==> src/rtl/sdf_1p_2f_ms_wrap_pkg.sv <==
// Shared constants for the multi-stream SDF accumulator wrapper.
// Tokens are {tag, data} with the stream tag in the MSBs.
package sdf_1p_2f_ms_wrap_pkg;
    localparam int unsigned FLUX       = 2;
    localparam int unsigned TAG_WIDTH  = $clog2(FLUX);
    localparam int unsigned WIDTH      = 9;
    localparam int unsigned DATA_WIDTH = WIDTH - TAG_WIDTH;
    localparam int unsigned FIFO_DEPTH = 4;

    localparam int unsigned TAG_MSB  = WIDTH - 1;
    localparam int unsigned TAG_LSB  = DATA_WIDTH;
    localparam int unsigned DATA_MSB = DATA_WIDTH - 1;
endpackage

==> src/rtl/sdf_ms_fifo.sv <==
// Per-stream synchronous FIFO. The head entry is visible on dout whenever not empty.
// full is taken from the registered count, so a push at a full edge is refused even alongside a pop.
module sdf_ms_fifo #(
    parameter int unsigned DW    = 8,
    parameter int unsigned DEPTH = 4
) (
    input  logic          clk,
    input  logic          rst,
    input  logic          push,
    input  logic [DW-1:0] din,
    input  logic          pop,
    output logic [DW-1:0] dout,
    output logic          full,
    output logic          empty
);
    localparam int unsigned AW = $clog2(DEPTH);
    localparam logic [AW:0] FULL_CNT = DEPTH[AW:0];

    logic [DW-1:0] mem [DEPTH];
    logic [AW-1:0] wr_ptr;
    logic [AW-1:0] rd_ptr;
    logic [AW:0]   count;
    logic          push_ok;
    logic          pop_ok;

    assign full    = (count == FULL_CNT);
    assign empty   = (count == '0);
    assign push_ok = push && !full;
    assign pop_ok  = pop && !empty;
    assign dout    = mem[rd_ptr];

    always_ff @(posedge clk) begin
        if (push_ok) begin
            mem[wr_ptr] <= din;
        end
    end

    always_ff @(posedge clk) begin
        if (!rst) begin
            wr_ptr <= '0;
            rd_ptr <= '0;
            count  <= '0;
        end else begin
            if (push_ok) begin
                wr_ptr <= wr_ptr + 1'b1;
            end
            if (pop_ok) begin
                rd_ptr <= rd_ptr + 1'b1;
            end
            case ({push_ok, pop_ok})
                2'b10:   count <= count + 1'b1;
                2'b01:   count <= count - 1'b1;
                default: count <= count;
            endcase
        end
    end
endmodule

==> src/rtl/sdf_1p_2f_ms_wrap.sv <==
// Multi-stream wrapper: tag demux into per-stream FIFOs, round-robin pick,
// per-stream running-sum actor and registered tagged output.
module sdf_1p_2f_ms_wrap
    import sdf_1p_2f_ms_wrap_pkg::*;
(
    input  logic             clk,
    input  logic             rst,
    input  logic             in_port_write,
    input  logic [WIDTH-1:0] in_port_datain,
    output logic [FLUX-1:0]  in_port_full,
    output logic             out_port_write,
    output logic [WIDTH-1:0] out_port_dataout,
    input  logic             out_port_full
);
    logic [TAG_WIDTH-1:0]  in_tag;
    logic [DATA_WIDTH-1:0] in_data;
    logic [FLUX-1:0]       push_sel;
    logic [FLUX-1:0]       pop_sel;
    logic [FLUX-1:0]       fifo_empty;
    logic [DATA_WIDTH-1:0] head [FLUX];
    logic [DATA_WIDTH-1:0] acc  [FLUX];
    logic [TAG_WIDTH-1:0]  last;
    logic [TAG_WIDTH-1:0]  sel;
    logic                  sel_valid;
    logic [DATA_WIDTH-1:0] sum;

    assign in_tag  = in_port_datain[TAG_MSB:TAG_LSB];
    assign in_data = in_port_datain[DATA_MSB:0];

    // Tags with no matching stream select nothing, so they are dropped.
    always_comb begin
        push_sel = '0;
        for (int unsigned f = 0; f < FLUX; f++) begin
            if (in_port_write && (in_tag == TAG_WIDTH'(f))) begin
                push_sel[f] = 1'b1;
            end
        end
    end

    for (genvar g = 0; g < FLUX; g++) begin : g_fifo
        sdf_ms_fifo #(
            .DW    (DATA_WIDTH),
            .DEPTH (FIFO_DEPTH)
        ) u_fifo (
            .clk   (clk),
            .rst   (rst),
            .push  (push_sel[g]),
            .din   (in_data),
            .pop   (pop_sel[g]),
            .dout  (head[g]),
            .full  (in_port_full[g]),
            .empty (fifo_empty[g])
        );
    end

    // Search starts one past the last-served stream, giving round-robin order.
    always_comb begin
        int unsigned cand;
        cand      = 0;
        sel_valid = 1'b0;
        sel       = '0;
        for (int unsigned i = 1; i <= FLUX; i++) begin
            cand = (32'(last) + i) % FLUX;
            if (!sel_valid && !fifo_empty[cand]) begin
                sel_valid = 1'b1;
                sel       = TAG_WIDTH'(cand);
            end
        end
    end

    always_comb begin
        pop_sel = '0;
        for (int unsigned f = 0; f < FLUX; f++) begin
            pop_sel[f] = sel_valid && !out_port_full && (sel == TAG_WIDTH'(f));
        end
    end

    assign sum = acc[sel] + head[sel];

    always_ff @(posedge clk) begin
        if (!rst) begin
            for (int unsigned f = 0; f < FLUX; f++) begin
                acc[f] <= '0;
            end
            last             <= TAG_WIDTH'(FLUX - 1);
            out_port_write   <= 1'b0;
            out_port_dataout <= '0;
        end else if (sel_valid && !out_port_full) begin
            acc[sel]         <= sum;
            last             <= sel;
            out_port_write   <= 1'b1;
            out_port_dataout <= {sel, sum};
        end else begin
            out_port_write   <= 1'b0;
        end
    end
endmodule

==> config.mk <==
export PLATFORM = sky130hd
export DESIGN_NAME = sdf_1p_2f_ms_wrap
export DESIGN_NICKNAME = d
export VERILOG_FILES = /design/src/rtl/sdf_1p_2f_ms_wrap_pkg.sv /design/src/rtl/sdf_ms_fifo.sv /design/src/rtl/sdf_1p_2f_ms_wrap.sv
export SDC_FILE = /design/constraint.sdc
export NUM_CORES = 1
export LEC_CHECK = 0
export CAP_MARGIN = 10
export CORE_UTILIZATION = 55
export DETAILED_ROUTE_END_ITERATION = 6
export PLACE_DENSITY = 0.74
export SKIP_LAST_GASP = 1
export SYNTH_ARGS = -nofsm -noshare
export SYNTH_HDL_FRONTEND = slang
export SYNTH_SLANG_ARGS = --single-unit
==> constraint.sdc <==
create_clock -name clk -period 3.5 [get_ports clk]
set_clock_uncertainty 0.05 [all_clocks]
set_input_delay 0.525 -clock clk [delete_from_list [all_inputs] [get_ports clk]]
set_output_delay 0.525 -clock clk [all_outputs]
set_load 0.05 [all_outputs]
After elaboration in Yosys (flattened, before gate mapping)
Memory sizes are Yosys's and may differ from the RTL's. A register that Yosys moved wholly into a read port is not among the register bits. Cells that the tools add are included.

Bits in registers: 25. Bits in writable memories: 80. Input port bits: 13. Output and inout bits: 12. Memories kept: 3.

Memories: g_fifo[0].u_fifo.mem (words 4, bits a word 8, read ports 1, clocked after Yosys merged registers in 1, wr ports 1, line sdf_ms_fifo.sv:19) `logic [DW-1:0] mem [DEPTH];`; g_fifo[1].u_fifo.mem (words 4, bits a word 8, read ports 1, clocked after Yosys merged registers in 1, wr ports 1, line sdf_ms_fifo.sv:19); acc (words 2, bits a word 8, read ports 1, clocked after Yosys merged registers in 0, wr ports 2, line sdf_1p_2f_ms_wrap.sv:21) `logic [DATA_WIDTH-1:0] acc [FLUX];`.

$add $sub $neg: 11. Order comparisons: 3. Equal/unequal tests: 6. Muxes and demuxes: 30. Bitwise logic cells: 3. Reductions and logical operators: 21.

Operators by type and width (number): two-way mux 8 bit (4); two-way mux 1 bit (20); one-hot mux 3 bit (2 select lines) (2); logical AND 1 bit (10); adder 2 x 1 -> 2 bit (second input constant) (4); adder 8 bit (1); two-way mux 2 bit (4); OR reduction 8 bit (1); adder 3 x 1 -> 3 bit (second input constant) (2); equality test 3 bit (second input constant) (2); zero test 1 bit (6); zero test 3 bit (2); subtractor 3 x 1 -> 3 bit (second input constant) (2); equality test 2 x 1 -> 1 bit (second input constant) (2); equality test 2 bit (second input constant) (2); less-than comparator 1 x 2 -> 1 bit (second input constant) (2); nonzero test 2 bit (2); adder 1 bit (second input constant) (2); >= comparator 2 bit (second input constant) (1); NOT 1 bit (2); NOT 1 -> 2 bit (1).

Depth between registers and ports, before layout
Depth in word-level cells: 12. Depth in mapped cells: 12. Gate-level depth less buffers: 11.

Cells and area by module
From an unflattened synthesis, not the netlist that was laid out.

Cell total of the unflattened synthesis: 369. Area, all modules: 4829.6 um2.

By module, submodules not included: sdf_ms_fifo (instances 2, cells each 96, area an instance 1644.1 um2, sequential area each 1141.1 um2); sdf_1p_2f_ms_wrap (instances 1, cells each 177, area an instance 1541.5 um2, sequential area each 700.7 um2).

Worst setup path before layout
Ideal clock, no wire load.

Path kind: register -> register. Start point: register g_fifo[1].u_fifo.count[2]. End point: memory acc[0][6] (netlist name) (data pin). Setup time: 0.142 ns. Arrival: 2.718 ns. Data required time: 3.308 ns. Setup slack: 0.589 ns. Cell stages (with the launch flop): 13. Buffers on the path: 1. Path through: dfxtp_1 > or3_4 > o21ai_4 > buf_2 > mux2_2 > ha_1 > inv_1 > fa_1 > nor2b_1 > o21a_1 > o21a_1 > o311a_1 > nor2_1.

RTL lines: from (decl) (line sdf_ms_fifo.sv:22) `logic [AW:0] count;`; from (signal assigned) (line sdf_ms_fifo.sv:51) `2'b10: count <= count + 1'b1;`; from (signal assigned) (line sdf_ms_fifo.sv:52) `2'b01: count <= count - 1'b1;`; from (signal assigned) (line sdf_ms_fifo.sv:53) `default: count <= count;`; to (decl) (line sdf_1p_2f_ms_wrap.sv:21).

==> results.yml <==
clocking:
  hold_buffers: 0
  post_cts_resized: 0
  cts_sinks: 109
  cts_setup_buffers: 0
  clock_path_buffers: 2
  cts_tree: "done"
  cts_root_buf: "clkbuf_8"
  clk_pin_slew_ns: 0.10
  clock_latency_ns: 0.36
  cts_buffers: 9
  htreeDepth: 3
run:
  cap_violations: 0
pwr:
  power_switching_uw: 1620
  p_seq_share_pct: 38.8
  p_leak_uw: 0.00188
  p_per_area_mw_per_mm2: 824
  irDropWorstVdd_v: 0.000413
  p_clk_share_pct: 16.5
  total_power_uw: 4400
  power_frac_comb_pct: 44.7
  sw_frac_of_total_pct: 36.9
  internal-power_uw: 2770
setup_path:
  arrival_ns: 3.29
  r2r_end: "acc[1][6]$_SDFFCE_PN0P_"
  path_class: "reg -> reg"
  r2r_slack_ns: 0.37
  critical-path-max-stage-delay_ns: 0.63
  cp_slowest_cell: "mux4_1"
  crit_family: "multiplexers"
  reg2regPathDepth: 10
  worstPathRequired_ns: 3.66
  cp_cell_sequence: "mux4_1, mux2_2, ha_1, inv_1, fa_1, nor2b_1, o21a_1, o21a_1, o311a_1, nor2_1"
  cp_common_cell: "o21a_1"
  crit_fanout: 8
  end_kind: "flop"
  start_kind: "flop"
  path_buf_inv: 1
placed_design:
  gp_congestion: 0.857
  dp_hpwl_um: 5910
  port_buffers: 24
logic_synthesis:
  synth.avg_cell_area_um2: 14.9
  synth_nets: 358
  synth_edf_count: 80
  synth_xor_area_share_pct: 2.90
  async_reset_ff_share_pct: 0
  synth-compound-area-share_pct: 5.10
  yosysSeqAreaShare_pct: 61.7
  synth-main-ff-cell: "edfxtp_1"
  netlist-cell-type-count: 48
  yosys.area_share.simple_pct: 9.47
  yosysWarnings: 0
  netlist_instances: 325
  ys_seq_elements: 109
  syn_area_mm2: 0.00484
  synth_top_family_by_area: "multiplexers"
  synthAdderAreaFrac_pct: 5.64
  synthMuxAreaShare_pct: 12.1
status:
  outcome: "finished, final reports clean"
grt:
  grtUsageTotal_pct: 20.3
  antenna_found_initial: 0
  grt_max_degree: 31
  grt_pass1_vias: 2532
  grt_pass1_wl_um: 13200
  grt-ovfl-total: 0
finish:
  area_growth_syn_to_layout_pct: 10.4
  final_cell_mix: "edfxtp_1, dfxtp_1, clkdlybuf4s50_1, and2_1, inv_1"
  num_antenna_cells: 0
  drive_gt1_share_pct: 12.6
  fin_nets: 384
  layout_commonest_cell: "edfxtp_1"
sta:
  min_period_over_period_pct: 89.4
  setup_violations: 0
  max_clock_freq_ghz: 0.320
  rsz0062_at_grt: "false"
  fin_setup_tns_ns: 0
  fin_crit_ns: 3.13
  hold_violations: 0
  worstMarginPinSlew_ns: 0.588
  max-slew-margin-rel_pct: 60.7
  slew_violations: 0
die:
  core_mm2: 0.00838
  top_level_ports: 25
  placementRows: 33
  die_y_um: 95.8
  initial_core_util_pct: 57.7
  dieArea_mm2: 0.00917
  die_x_um: 95.8
min_path:
  hold_path_class: "reg -> reg"
  hp-start: "out_port_dataout[0]$_SDFFE_PN0N_"
  hold_depth: 2
  holdPathEnd: "out_port_dataout[0]$_SDFFE_PN0N_"
drt:
  drc: 0
  drt_wl_total_um: 8540
  dr_total_vias: 2579
  ant_nets: 0
  drtPass1Iterations: 4
  drtIter0Drc: 136
  viasPerCell: 5.59
  wire_per_inst_um: 18.5
## metrics by stage
stage / instances / hold slack [ns] / setup WS [ns] / area [um^2] / utilization, %
after global placement: 445 / 0.403 / 0.471 / 5150 / 61.5
after detailed placement: 445 / 0.411 / 0.401 / 5150 / 61.5
final: 461 / 0.417 / 0.370 / 5340 / 63.7
after floorplan: 325 / 0.437 / 0.589 / 4840 / -
after CTS: 461 / 0.424 / 0.371 / 5340 / 63.7
after global routing: 461 / 0.439 / 0.205 / 5340 / 63.7
## how the worst max path moves through the flow
stage,slack (ns),end,start,depth (start not counted)
after floorplan,0.59,acc[0][6]$_SDFFCE_PN0P_,g_fifo[1].u_fifo.count[2]$_SDFFE_PN0P_,12
after global placement,0.47,acc[0][6]$_SDFFCE_PN0P_,flop,9
after detailed placement,0.40,acc[1][6]$_SDFFCE_PN0P_,flop,9
after CTS,0.37,acc[1][6]$_SDFFCE_PN0P_,flop,10
after global routing,0.21,acc[1][5]$_SDFFCE_PN0P_,g_fifo[0].u_fifo.count[0]$_SDFFE_PN0P_,9
final,0.37,acc[1][6]$_SDFFCE_PN0P_,flop,10
## power groups by stage
stage          Combinational [uW]  Clock, uW  Sequential [uW]
5_1_grt                      2160        771             1730
6_report                     1960        726             1710
3_3_place_gp                 1930          0             1730
4_1_cts                      1980        734             1710
2_1_floorplan                1470          0             1800
3_5_place_dp                 1960          0             1740
## Yosys cell counts, drive strengths merged (2+ instances only)
cell type  count  area [um^2]
nor2b          6         37.5
xor2           7         61.3
mux4          16          394
nand2b         2         12.5
edfxtp        80         2400
xnor2          9         78.8
and3           2         12.5
nand3          3         15.0
a21boi         4         30.0
a21o           2         15.0
nor2          17         63.8
clkbuf         5         21.3
ha            17          213
a21oi          6         30.0
mux2i          3         33.8
nand2         16         60.1
dfxtp         29          581
o211ai         3         22.5
nor3           5         41.3
fa             3         60.1
and2          21          131
mux2          14          158
o21a           3         22.5
o21ai         10         61.3
inv           19         71.3
buf            7         58.8
or3            5         36.3
## layout make-up
cell class,instances,area (um^2)
Tap cell,105,131
Timing Repair Buffer,27,263
Sequential cell,109,2980
Clock inverter,7,63.8
Fill cell,644,3040
Clock buffer,9,124
Inverter,19,71.3
Multi-Input combinational cell,185,1700
## worst register-to-register path, stage by stage (launching register included)
cell and delay, ns:
dfxtp_1 0.62, mux4_1 0.63, mux2_2 0.28, ha_1 0.20, inv_1 0.08, fa_1 0.20
nor2b_1 0.06, o21a_1 0.19, o21a_1 0.19, o311a_1 0.37, nor2_1 0.12
## cell families after synthesis
logic type / Yosys count
AOI/OAI and AO/OA: 34
xor gates and xnor gates: 16
adders and majority gates: 20
buffers and inverters: 31
DFF: 109
muxes: 33
and+or+nand+nor: 82
## registers in the layout, indices dropped and copies added, names as in the netlist, named ones only
register	count
g_fifo.u_fifo.rd_ptr	4
g_fifo.u_fifo.wr_ptr	4
g_fifo.u_fifo.count	6
last	1
g_fifo.u_fifo.mem	64
out_port_write	1
out_port_dataout	9
acc	16
## routing by layer
metal	vias up	GRT usage, %	routed length (um)	share of wire [%]
met2	51	33.8	4190	49
met1	1284	27.4	3950	46
met4	0	7.34	131	1.5
met3	11	2.69	276	3.2
met5	-	0	0	0
li1	1233	-	-	-
No activity file was read; power rests on OpenSTA's default activity.
